<file path="src/rtl/efuse_macro_responder.sv">
// rtl/efuse_macro_responder.sv - eFuse macro responder model (optional lock bit via EFUSE_LOCK_EN)
module efuse_macro_responder #(
   parameter int NBITS         = 32,
   parameter int PGM_MIN_WIDTH = 4
) (
   input  logic             clk_1M,
   input  logic             rst,
   input  logic             CSB,
   input  logic             PGM,
   input  logic             SCLK,
   input  logic             DIN,
   output logic             DOUT,
   output logic [NBITS-1:0] fuse_data,
   output logic             prog_done,
   output logic             read_done,
   output logic             err_short,
   output logic             overrun
);

   localparam int IW = $clog2(NBITS + 1);

   typedef enum logic [1:0] {IDLE, PROG, READ} state_t;

   state_t           state;
   logic [IW-1:0]    idx;
   logic [7:0]       wcnt;
   logic [NBITS-1:0] fuse;

   logic s_csb, s_pgm, s_sclk, s_din;
   logic d_csb, d_pgm, d_sclk;

   logic          csb_fall, csb_rise, sclk_rise, sclk_fall;
   logic [IW-1:0] idx_inc;
   logic [NBITS-1:0] rd_next;
   logic          burn_ok;
   logic          unused_ok;

   // Two-stage pin sampling; CSB idles high so reset it that way to avoid a false edge.
   always_ff @(posedge clk_1M) begin
      if (rst) begin
         s_csb  <= 1'b1;
         d_csb  <= 1'b1;
         s_pgm  <= 1'b0;
         d_pgm  <= 1'b0;
         s_sclk <= 1'b0;
         d_sclk <= 1'b0;
         s_din  <= 1'b0;
      end else begin
         s_csb  <= CSB;
         d_csb  <= s_csb;
         s_pgm  <= PGM;
         d_pgm  <= s_pgm;
         s_sclk <= SCLK;
         d_sclk <= s_sclk;
         s_din  <= DIN;
      end
   end

   assign csb_fall  = d_csb & ~s_csb;
   assign csb_rise  = ~d_csb & s_csb;
   assign sclk_rise = ~d_sclk & s_sclk;
   assign sclk_fall = d_sclk & ~s_sclk;

   // Shifting by idx+1 yields 0 once idx+1 reaches NBITS, which is the required end-of-array DOUT.
   assign idx_inc = idx + 1'b1;
   assign rd_next = fuse >> idx_inc;

   assign fuse_data = fuse;
   assign unused_ok = ^{s_din, d_pgm, rd_next[NBITS-1:1]};

`ifdef EFUSE_LOCK_EN
   logic locked;
   assign burn_ok = ~locked;
`else
   assign burn_ok = 1'b1;
`endif

   // Session FSM: decodes program/read sessions, burns fuses and drives DOUT and status.
   always_ff @(posedge clk_1M) begin
      if (rst) begin
         state     <= IDLE;
         idx       <= '0;
         wcnt      <= '0;
         fuse      <= '0;
         DOUT      <= 1'b0;
         prog_done <= 1'b0;
         read_done <= 1'b0;
         err_short <= 1'b0;
         overrun   <= 1'b0;
`ifdef EFUSE_LOCK_EN
         locked    <= 1'b0;
`endif
      end else begin
         prog_done <= 1'b0;
         read_done <= 1'b0;
         case (state)
            IDLE: begin
               if (csb_fall) begin
                  idx <= '0;
                  if (s_pgm) begin
                     state <= PROG;
                     wcnt  <= '0;
`ifdef EFUSE_LOCK_EN
                     locked <= fuse[NBITS-1];
`endif
                  end else begin
                     state <= READ;
                     DOUT  <= fuse[0];
                  end
               end
            end
            PROG: begin
               if (csb_rise) begin
                  state     <= IDLE;
                  prog_done <= 1'b1;
                  DOUT      <= 1'b0;
               end else begin
                  // The rising-edge cycle itself is the first high cycle of the pulse.
                  if (sclk_rise) begin
                     wcnt <= s_pgm ? 8'd1 : 8'd0;
                  end else if (s_sclk && s_pgm && wcnt != 8'd255) begin
                     wcnt <= wcnt + 8'd1;
                  end
                  if (sclk_fall) begin
                     if (idx == IW'(NBITS)) begin
                        overrun <= 1'b1;
                     end else begin
                        if (wcnt >= 8'(PGM_MIN_WIDTH)) begin
                           if (burn_ok) fuse <= fuse | (NBITS'(1) << idx);
                        end else if (wcnt != 8'd0) begin
                           err_short <= 1'b1;
                        end
                        idx <= idx_inc;
                     end
                  end
               end
            end
            READ: begin
               if (csb_rise) begin
                  state     <= IDLE;
                  read_done <= 1'b1;
                  DOUT      <= 1'b0;
               end else if (sclk_rise) begin
                  if (idx == IW'(NBITS)) begin
                     overrun <= 1'b1;
                  end else begin
                     idx  <= idx_inc;
                     DOUT <= rd_next[0];
                  end
               end
            end
            default: state <= IDLE;
         endcase
      end
   end

endmodule

</file>
<file path="config.mk">
export PLATFORM = sky130hd
export DESIGN_NAME = efuse_macro_responder
export DESIGN_NICKNAME = d
export VERILOG_FILES = /design/src/rtl/efuse_macro_responder.sv
export SDC_FILE = /design/constraint.sdc
export NUM_CORES = 1
export LEC_CHECK = 0
export ABC_CLOCK_PERIOD_IN_PS = 5650
export BUFFER_PORTS_ARGS = -buffer_cell sky130_fd_sc_hd__buf_2
export CAP_MARGIN = 20
export CORE_MARGIN = 1
export CORE_UTILIZATION = 60
export DETAILED_ROUTE_END_ITERATION = 16
export GPL_TIMING_DRIVEN = 0
export PLACE_DENSITY = 0.85
export SKIP_CTS_REPAIR_TIMING = 1
export SLEW_MARGIN = 20
export SYNTH_ARGS = -nofsm -noshare
export SYNTH_HDL_FRONTEND = slang
export SYNTH_SLANG_ARGS = --single-unit
</file>
<file path="constraint.sdc">
create_clock -name clk_1M -period 5.65 [get_ports clk_1M]
set_clock_uncertainty 0.15 [all_clocks]
set_input_delay 0.2825 -clock clk_1M [delete_from_list [all_inputs] [get_ports clk_1M]]
set_output_delay 0.2825 -clock clk_1M [all_outputs]
set_load 0.02 [all_outputs]
</file>
# Word level (Yosys, flattened, before mapping)
# Cells that the tools add are included.
totals:
  out_inout_bits: 37
  word_cells: 98
  ff_bits: 58
  inputBits: 6
op_classes:
  eq_ne: 16
  magnitude_cmp: 1
  n_reduce_logical: 17
  bitwise: 14
  addsub: 2
  n_mux: 32
  n_shift: 2
ops:
  columns: ["operator", "n"]
  rows:
  - ["2-to-1 mux 8 bit", 5]
  - ["2-to-1 mux 6 bit", 6]
  - ["bitwise OR 32 bit", 1]
  - ["left shift 1 x 6 -> 32 bit (first input constant)", 1]
  - [">> shifter 32 x 6 -> 1 bit", 1]
  - ["one-hot mux 6 bit (3 select lines)", 1]
  - ["AND reduction 6 bit", 3]
  - ["!= test 2 bit (second input constant)", 8]
  - ["one-hot mux 8 bit (2 select lines)", 1]
  - ["AND reduction 5 bit", 3]
  - ["2-to-1 mux 1 bit", 13]
  - ["!= test 3 bit (second input constant)", 3]
  - ["NOT 1 bit", 9]
  - ["adder 8 x 1 -> 8 bit (second input constant)", 1]
  - ["greater-or-equal comparator 8 x 3 -> 1 bit (second input constant)", 1]
  - ["!= test 8 bit (second input constant)", 1]
  - ["nonzero test 8 bit", 1]
  - ["adder 6 x 1 -> 6 bit (second input constant)", 1]
  - ["== test 6 bit (second input constant)", 1]
  - ["2-to-1 mux 2 bit", 3]
  - ["OR reduction 2 bit", 3]
  - ["bitwise AND 1 bit", 4]
  - ["one-hot mux 2 bit (2 select lines)", 1]
  - ["nonzero test 2 bit", 2]
  - ["other kinds (9)", 10]

# Longest topological paths before layout
# Gate-level depths: netlist of run 1.
logic_depth:
  ltp_word: 6
  ltp_mapped: 9
  ltp_nobuf: 7

# Least setup slack after synthesis of run 1
# No wires, ideal clock.
synth_timing:
  kind: "register to register"
  startpoint: "register idx[0]"
  endpoint: "register DOUT"
  setup_ps: 132
  t_arrival_ps: 2111
  required_time_ps: 5368
  path_buffers: 1
  synth_period_minus_slack_ps: 2393
  stages_incl_launch_ff: 9
  path_slack_ps: 3257
  cell_sequence: "dfxtp_1 clkinv_1 ha_1 buf_2 mux4_2 mux2i_1 mux2i_1 mux2i_1 o22ai_1"
synth_via:
  elab_chain_cells: 6
  elab_cells_between_ends: 9
  cone_classes: "add/sub: 1; eq/ne: 2; shift: 1; mux: 4; reduce/logical: 1"
synth_lines:
  columns: ["element", "line_no", "text"]
  rows:
  - ["start, declared", "25", "logic [IW-1:0] idx;"]
  - ["start signal, assigned", "133", "idx <= idx_inc;"]
  - ["start signal, assigned", "147", "idx <= idx_inc;"]
  - ["adder 6 x 1 -> 6 bit", "65", "assign idx_inc = idx + 1'b1;"]
  - [">> shifter 32 x 6 -> 1 bit", "66", "assign rd_next = fuse >> idx_inc;"]
  - ["2-to-1 mux 1 bit", "144", "if (idx == IW'(NBITS)) begin"]
  - ["2-to-1 mux 1 bit", "143", "end else if (sclk_rise) begin"]
  - ["2-to-1 mux 1 bit", "139", "if (csb_rise) begin"]
  - ["one-hot mux 1 bit (3 select lines)", "96", "case (state)"]
  - ["end signal, assigned", "108", "DOUT <= fuse[0];"]
  - ["end signal, assigned", "148", "DOUT <= rd_next[0];"]
  - ["end, declared", "12", "output logic DOUT,"]
# Several ways; a longest one is shown, not always the timed one. The select of a mux whose other input is x is not followed.
# A chain may end at the register's enable or synchronous reset.

# Final worst setup path of run 1
# Ends and elaborated chain as after synthesis.

==> results.txt, run 1 <==
status: finished, violations left
violated checks: design-rule violations
top cell type by total area after synthesis: dfxtp_1
CTS tree: built
largest net degree at the start of global routing: 11
nets@finish: 367
Crit path required time: 5.69 ns
Port Buffers: 40
Primary FF master, synth: dfxtp_1
worst slew pin tran: 0.900 ns
Yosys cell types: 54
CP endpoint kind: register
initial antenna violation count: 0
arrival time worst endpoint: 2.95 ns
Final Hold Viols: 0
RSZ-0062 raised after global routing: no
Fin Setup TNS: 0 ns
fillers: 314
fraction of registers with async set or reset after synthesis: 0
Die Span X: 70.6 um
Pwr per Cell Area: 276 mW/mm^2
CTS clk-pin slew, worst paths: 0.07 ns
standard-cell rows: 24
Lkg Pwr: 1.39 nW
Area after DPL: 0.00309 mm^2
number of synthesized register bits: 58
hold slack: 0.0110 ns
Core Box Area: 0.00444 mm^2
post-route DRC violation count: 8
design area: 0.00333 mm^2
commonest non-fill, non-tap cell in the layout: dfxtp_1
average size of a mapped cell: 9.52 um^2
die area: 0.00499 mm^2
number of global-route vias before repair: 2,287
Final Core Density: 0.750
Final min period: 2.91 ns
Max-slew headroom: 0.398
period utilization: 0.515
top cells by area, synth: dfxtp_1 (41%), a31oi_1 (6.6%), mux4_2 (6.4%)
Worst-Skew Late Latency: 0.34 ns
routability congestion estimate: 0.838
Setup Crit Path Kind: reg2reg
Die Span Y: 70.6 um
num ports: 43
DR iter-0 viols: 288
DRT Pass-1 Iters: 10
Post-synth EDFFs: 0
htree depth: 3
layout cell share with drive strength beyond 1: 0.246
Mapped Cells: 297
final setup violation count: 0
Max FO, Critical Path: 9
first-pass GRT wire length: 10.8 mm
final WL: 6.74 mm
vias per inst: 6.19
number of diodes: 0
Synth-to-Final Area Change: 18.0%
top-area cell type share of the netlist area: 0.411
wire per inst: 16.6 um
IR drop worst, VDD: 0.216 mV
Initial Utilization: 0.636
Detail Route Antenna Nets: 0
Inserted Clock Buffers: 9
Yosys warnings: 0
Synth Cell Area: 0.00283 mm^2
syn_nets: 315
Max Fclk: 0.344 GHz
Max Root-Sink Buffers: 2
CTS Sinks: 58
most frequent cells in the layout: dfxtp_1 (58), nor2_1 (46), buf_2 (45)
final max-slew violation count: 0
DP HPWL: 4.59 mm
GRT Util Overall: 0.277
type of the most critical hold path: in2reg
max cap viols: 0
Clock Tree Root: clkbuf_8
Via Count: 2,514
Worst setup SP type: register
GRT Residual Overflow: 0
register area share after synthesis: 0.411
-- cell usage after synthesis, types with 7 or more instances --
cell type  instances
clkbuf_1          10
nand2_1            9
nor2_1            46
a31oi_1           30
inv_1              9
dfxtp_1           58
nand4_1            7
nor2b_1            8
a21oi_1           15
ha_1              12
mux2i_1            9
mux4_2             8
o21ai_0            7
-- cell families after synthesis --
kind of cell	synth area share
xor+xnor	0.0217
buf+inv	0.0505
simple gates	0.196
fa+ha+maj	0.0531
compound gates	0.172
flops	0.411
mux	0.0956
-- critical path, cell delays in order (launching register included) --
cell,delay (ns)
dfxtp_1,0.42
clkinv_1,0.33
ha_1,0.40
buf_2,0.30
mux4_2,0.56
mux2i_1,0.16
mux2i_1,0.14
mux2i_1,0.18
o22ai_1,0.12
-- registers in the layout, summed over array words and instances (netlist names) --
register / flops
prog_done: 1
s_sclk: 1
wcnt: 8
d_sclk: 1
s_pgm: 1
DOUT: 1
s_csb: 1
state: 2
read_done: 1
idx: 6
fuse_data: 32
d_csb: 1
overrun: 1
err_short: 1
-- final cells by class --
cell class | instances | area [um^2] | area share
multi-input cells | 208 | 1520 | 0.457
flip-flops and latches | 58 | 1160 | 0.348
repair buffers | 41 | 210 | 0.0630
clock buffers | 10 | 128 | 0.0383
clock inverters | 6 | 105 | 0.0315
plain buffers | 19 | 97.6 | 0.0293
well taps | 52 | 65.1 | 0.0195
inverters | 12 | 45.0 | 0.0135
-- where the power goes --
part           switching [mW]  internal [mW]  total (mW)
clock network           0.165          0.291       0.456
registers             0.00260          0.412       0.414
logic                  0.0342         0.0174      0.0516
-- stage by stage --
| step | instances | setup WS (ns) | total power [mW] |
|---|---|---|---|
| 3_5_place_dp | 389 | 2.78 | 0.473 |
| 3_3_place_gp | 389 | 2.82 | 0.472 |
| 4_1_cts | 405 | 2.75 | 0.920 |
| 6_report | 406 | 2.74 | 0.922 |
| 2_1_floorplan | 297 | 3.26 | 0.461 |
| 5_1_grt | 406 | 2.60 | 0.947 |
-- metal layers --
| metal | GRT usage | up-vias | routed length [um] |
|---|---|---|---|
| met5 | 0 | - | 0 |
| met4 | 0.100 | 0 | 76 |
| met3 | 0.0655 | 9 | 524 |
| met2 | 0.438 | 130 | 3130 |
| met1 | 0.374 | 1183 | 3000 |
| li1 | - | 1192 | - |
-- worst paths after layout --
check                               start   endpoint  slack [ns]  cells past startpoint
worst max-delay path               idx[0]       DOUT        2.74                      8
worst min-delay path                 SCLK     s_sclk        0.01                      2
worst max register to register     idx[0]       DOUT        2.74                      8
worst min register to register  err_short  err_short        0.34                      2
Note: power is estimated with default switching activity, not from simulation.
==> inputs of run 2 (changes only) <==
--- a/config.mk
+++ b/config.mk
@@ -5,14 +5,14 @@
 export SDC_FILE = /design/constraint.sdc
 export NUM_CORES = 1
 export LEC_CHECK = 0
-export ABC_CLOCK_PERIOD_IN_PS = 5650
+export ABC_CLOCK_PERIOD_IN_PS = 2500
 export BUFFER_PORTS_ARGS = -buffer_cell sky130_fd_sc_hd__buf_2
 export CAP_MARGIN = 20
 export CORE_MARGIN = 1
-export CORE_UTILIZATION = 60
+export CORE_UTILIZATION = 51
 export DETAILED_ROUTE_END_ITERATION = 16
 export GPL_TIMING_DRIVEN = 0
-export PLACE_DENSITY = 0.85
+export PLACE_DENSITY = 0.77
 export SKIP_CTS_REPAIR_TIMING = 1
 export SLEW_MARGIN = 20
 export SYNTH_ARGS = -nofsm -noshare
==> constraint.sdc (replaced) <==
create_clock -name clk_1M -period 2.5 [get_ports clk_1M]
set_clock_uncertainty 0.15 [all_clocks]
set_input_delay 0.125 -clock clk_1M [delete_from_list [all_inputs] [get_ports clk_1M]]
set_output_delay 0.125 -clock clk_1M [all_outputs]
set_load 0.02 [all_outputs]
==> results.txt, run 2 (synthesis gave the netlist of run 1 again) <==
Fin Setup TNS: 0 ns
first-pass GRT wire length: 10.9 mm
Die Span Y: 76.4 um
number of global-route vias before repair: 2,202
status: complete, no violations
type of the most critical hold path: in2reg
Core Box Area: 0.00524 mm^2
final setup violation count: 0
Final Total Pwr: 1.89 mW
FF-to-FF End: DOUT
fin worst setup slack: 0.101 ns
CP bufs+invs: 2
commonest non-fill, non-tap cell in the layout: dfxtp_1
final WL: 6.52 mm
CP peak stage delay: 0.51 ns
worst hold path cell count: 3
Worst setup SP type: register
arrival time worst endpoint: 2.45 ns
Placed Cells: 407
nets@finish: 372
Initial Utilization: 0.540
Max Fclk: 0.417 GHz
Clock Tree Root: clkbuf_8
DP HPWL: 4.51 mm
Lkg Pwr: 1.39 nW
htree depth: 3
DRT Pass-1 Iters: 4
CTS tree: built
crit path max-delay cell type: mux4_2
max cap viols: 0
Max Root-Sink Buffers: 2
Worst path top cell family by delay: multiplexers
number of diodes: 0
Port Buffers: 40
largest net degree at the start of global routing: 11
IR drop worst, VDD: 0.365 mV
DR iter-0 viols: 189
wire per inst: 15.2 um
layout cell share with drive strength beyond 1: 0.253
die area: 0.00584 mm^2
post-route DRC violation count: 0
GRT Residual Overflow: 0
routability congestion estimate: 0.834
Max-slew headroom: 0.363
Via Count: 2,473
num ports: 43
cells along the critical path: clkinvlp_4, ha_1, buf_6, mux4_2, mux2i_1, mux2i_1, mux2i_1, o22ai_1
CP endpoint kind: register
initial antenna violation count: 0
CTS clk-pin slew, worst paths: 0.07 ns
Pwr per Cell Area: 559 mW/mm^2
hold slack: 0.223 ns
Crit path required time: 2.55 ns
Worst-Skew Late Latency: 0.34 ns
setup slack, reg-to-reg: 0.10 ns
Largest register FFs: 32
standard-cell rows: 26
hold path start: rst
Final min period: 2.40 ns
Final Hold Viols: 0
Worst R2R Start: idx[0]
Setup Crit Path Kind: reg2reg
Synth-to-Final Area Change: 19.3%
RSZ-0062 raised after global routing: no
most frequent CP cell: mux2i_1
period utilization: 0.960
GRT Util Overall: 0.241
worst-case hold path end point: read_done
worst slew pin tran: 0.952 ns
Detail Route Antenna Nets: 0
fillers: 458
Max FO, Critical Path: 9
Setup WS pre-CTS: -0.373 ns
R2R cell count: 8
final max-slew violation count: 0
Die Span X: 76.4 um
vias per inst: 5.76
Finished Layout Cells: 429
CTS Sinks: 58
most frequent cells in the layout: dfxtp_1 (57), nor2_1 (46), buf_2 (43)
Inserted Clock Buffers: 9
## run 2: cell count changes in the layout (fill, tap and decap cells not counted), sizes merged
cell	change
dlygate4sd3	+2
clkbuf	+1
clkinvlp	+3
buf	+3
clkinv	-2
bufinv	-2
## run 2: worst max-delay path by stage
stage	startpoint	to	slack, ns	cells after the start
floorplan	idx[0]	DOUT	0.11	8
global placement	idx[0]	DOUT	-0.35	8
detailed placement	idx[0]	DOUT	-0.37	8
CTS	idx[0]	DOUT	-0.38	8
global route	idx[1]	DOUT	0.02	8
finish	idx[0]	DOUT	0.10	8
## run 2: layer usage
layer	wire length (um)	vias to the layer above	GRT usage	share of wire
met2	2890	89	0.344	0.44
li1	-	1202	-	-
met3	450	10	0.0479	0.069
met4	93	0	0.115	0.014
met5	0	-	0	0
met1	3090	1172	0.347	0.47
## run 2: layout make-up
type | count | area (um^2) | share of cell area
Timing Repair Buffer | 46 | 253 | 0.0749
Sequential cell | 58 | 1160 | 0.345
Buffer | 19 | 110 | 0.0326
Clock buffer | 11 | 131 | 0.0389
Clock inverter | 5 | 55.1 | 0.0163
Inverter | 12 | 48.8 | 0.0145
Multi-Input combinational cell | 208 | 1520 | 0.451
Tap cell | 70 | 87.6 | 0.0260
## run 2: report_power, final
group	internal, mW	total [mW]	switching [mW]
clock network	0.457	0.827	0.371
registers	0.930	0.936	0.00636
logic	0.0444	0.122	0.0776
total	1.43	1.89	0.455
## run 2: through the flow
stage,utilization,area (um^2)
6_report,0.644,3370
5_1_grt,0.644,3370
4_1_cts,0.630,3300
3_5_place_dp,0.595,3110
3_3_place_gp,0.595,3110
2_1_floorplan,-,2830
## run 2: worst register-to-register path: cells and delay by family, from the launching register on
kind | cells | cell delay [ns]
flip-flops | 1 | 0.39
adder cells (fa/ha/maj) | 1 | 0.31
AO/OA/AOI/OAI | 1 | 0.11
multiplexers | 4 | 1.02
buffers and inverters | 2 | 0.29
==> inputs of run 3 (changes only) <==
--- a/config.mk
+++ b/config.mk
@@ -12,6 +12,7 @@
 export CORE_UTILIZATION = 51
 export DETAILED_ROUTE_END_ITERATION = 16
 export GPL_TIMING_DRIVEN = 0
+export MAX_ROUTING_LAYER = met4
 export PLACE_DENSITY = 0.77
 export SKIP_CTS_REPAIR_TIMING = 1
 export SLEW_MARGIN = 20
==> results.txt, run 3 (synthesis gave the netlist of run 1 again) <==
status: complete, no violations
footprint of the multi-input gates: 0.00152 mm^2
die area: 0.00584 mm^2
register area: 0.00116 mm^2
htree depth: 3
CTS clk-pin slew, worst paths: 0.07 ns
DP HPWL: 4.51 mm
vias per inst: 5.77
Inserted Clock Buffers: 9
CP endpoint kind: register
Setup WS pre-CTS: -0.373 ns
Synth-to-Final Area Change: 19.3%
Worst path top cell family by delay: multiplexers
commonest non-fill, non-tap cell in the layout: dfxtp_1
Max Fclk: 0.416 GHz
Max FO, Critical Path: 9
Core Box Area: 0.00524 mm^2
Port Buffers: 40
CTS Sinks: 58
Final Core Density: 0.644
Worst-Skew Late Latency: 0.34 ns
Largest register FFs: 32
hold slack: 0.225 ns
worst hold path cell count: 3
Setup Crit Path Kind: reg2reg
Worst setup SP type: register
routability congestion estimate: 0.846
fin worst setup slack: 0.0985 ns
layout cell share with drive strength beyond 1: 0.253
crit path max-delay cell type: mux4_2
worst slew pin tran: 0.919 ns
CP bufs+invs: 2
Die Span Y: 76.4 um
GRT Residual Overflow: 0
period utilization: 0.961
final setup violation count: 0
Pwr per Cell Area: 559 mW/mm^2
number of global-route vias before repair: 2,202
first-pass GRT wire length: 10.9 mm
type of the most critical hold path: in2reg
Via Count: 2,474
Die Span X: 76.4 um
nets@finish: 372
largest net degree at the start of global routing: 11
RSZ-0062 raised after global routing: no
num ports: 43
CTS tree: built
wire per inst: 15.2 um
number of diodes: 0
initial antenna violation count: 0
Initial Utilization: 0.540
CP Depth: 8
standard-cell rows: 26
cells along the critical path: clkinvlp_4, ha_1, buf_6, mux4_2, mux2i_1, mux2i_1, mux2i_1, o22ai_1
most frequent cells in the layout: dfxtp_1 (57), nor2_1 (46), buf_2 (43)
max cap viols: 0
post-route DRC violation count: 0
Final min period: 2.40 ns
IR drop worst, VDD: 0.367 mV
Detail Route Antenna Nets: 0
fillers: 458
arrival time worst endpoint: 2.45 ns
Crit path required time: 2.55 ns
final max-slew violation count: 0
Max-slew headroom: 0.385
DRT Pass-1 Iters: 4
DR iter-0 viols: 186
CP peak stage delay: 0.51 ns
GRT Util Overall: 0.249
most frequent CP cell: mux2i_1
Clock Tree Root: clkbuf_8
final WL: 6.54 mm
Lkg Pwr: 1.39 nW
Max Root-Sink Buffers: 2
Final Hold Viols: 0
R2R cell count: 8
-- run 3: cell counts in the layout (fill, tap and decap cells not counted) --
Identical to the previous run, type by type.
-- run 3: worst paths after layout --
check / startpoint / endpoint / slack (ns)
max reg2reg: idx[0] / DOUT / 0.1
min: rst / read_done / 0.22
max: idx[0] / DOUT / 0.1
min reg2reg: err_short / err_short / 0.33
-- run 3: area by class of cell --
class	count	area share
buffer	19	0.0326
clock buffer	11	0.0389
clock inverter	5	0.0163
inverter	12	0.0145
multi-input combinational	208	0.451
sequential	58	0.345
tap	70	0.0260
timing repair buffer	46	0.0749
-- run 3: worst reg2reg max path, stage by stage (launching register included) --
cell	delay, ns
dfxtp_4	0.39
clkinvlp_4	0.12
ha_1	0.31
buf_6	0.17
mux4_2	0.52
mux2i_1	0.19
mux2i_1	0.14
mux2i_1	0.17
o22ai_1	0.11
-- run 3: per-stage QoR --
stage                     instance area [um^2]  power [mW]  setup TNS, ns  std cells
after global routing                      3370        1.96              0        429
after global placement                    3110        1.07         -0.346        407
after CTS                                 3300        1.89         -0.828        423
final                                     3370        1.89              0        429
after floorplan                           2830        1.04              0        297
after detailed placement                  3110        1.07         -0.652        407
-- run 3: power breakdown --
part	leakage, nW	switching [mW]	internal (mW)
combinational	0.827	0.0776	0.0444
clock	0.0893	0.371	0.457
sequential	0.469	0.00635	0.930
total	1.39	0.455	1.43
-- run 3: metal layers --
metal | GRT usage | up-vias | wire length [um]
met2 | 0.344 | 85 | 2930
met1 | 0.347 | 1175 | 3090
met3 | 0.0551 | 10 | 430
li1 | - | 1204 | -
met4 | 0.110 | 0 | 83
met5 | - | - | 0
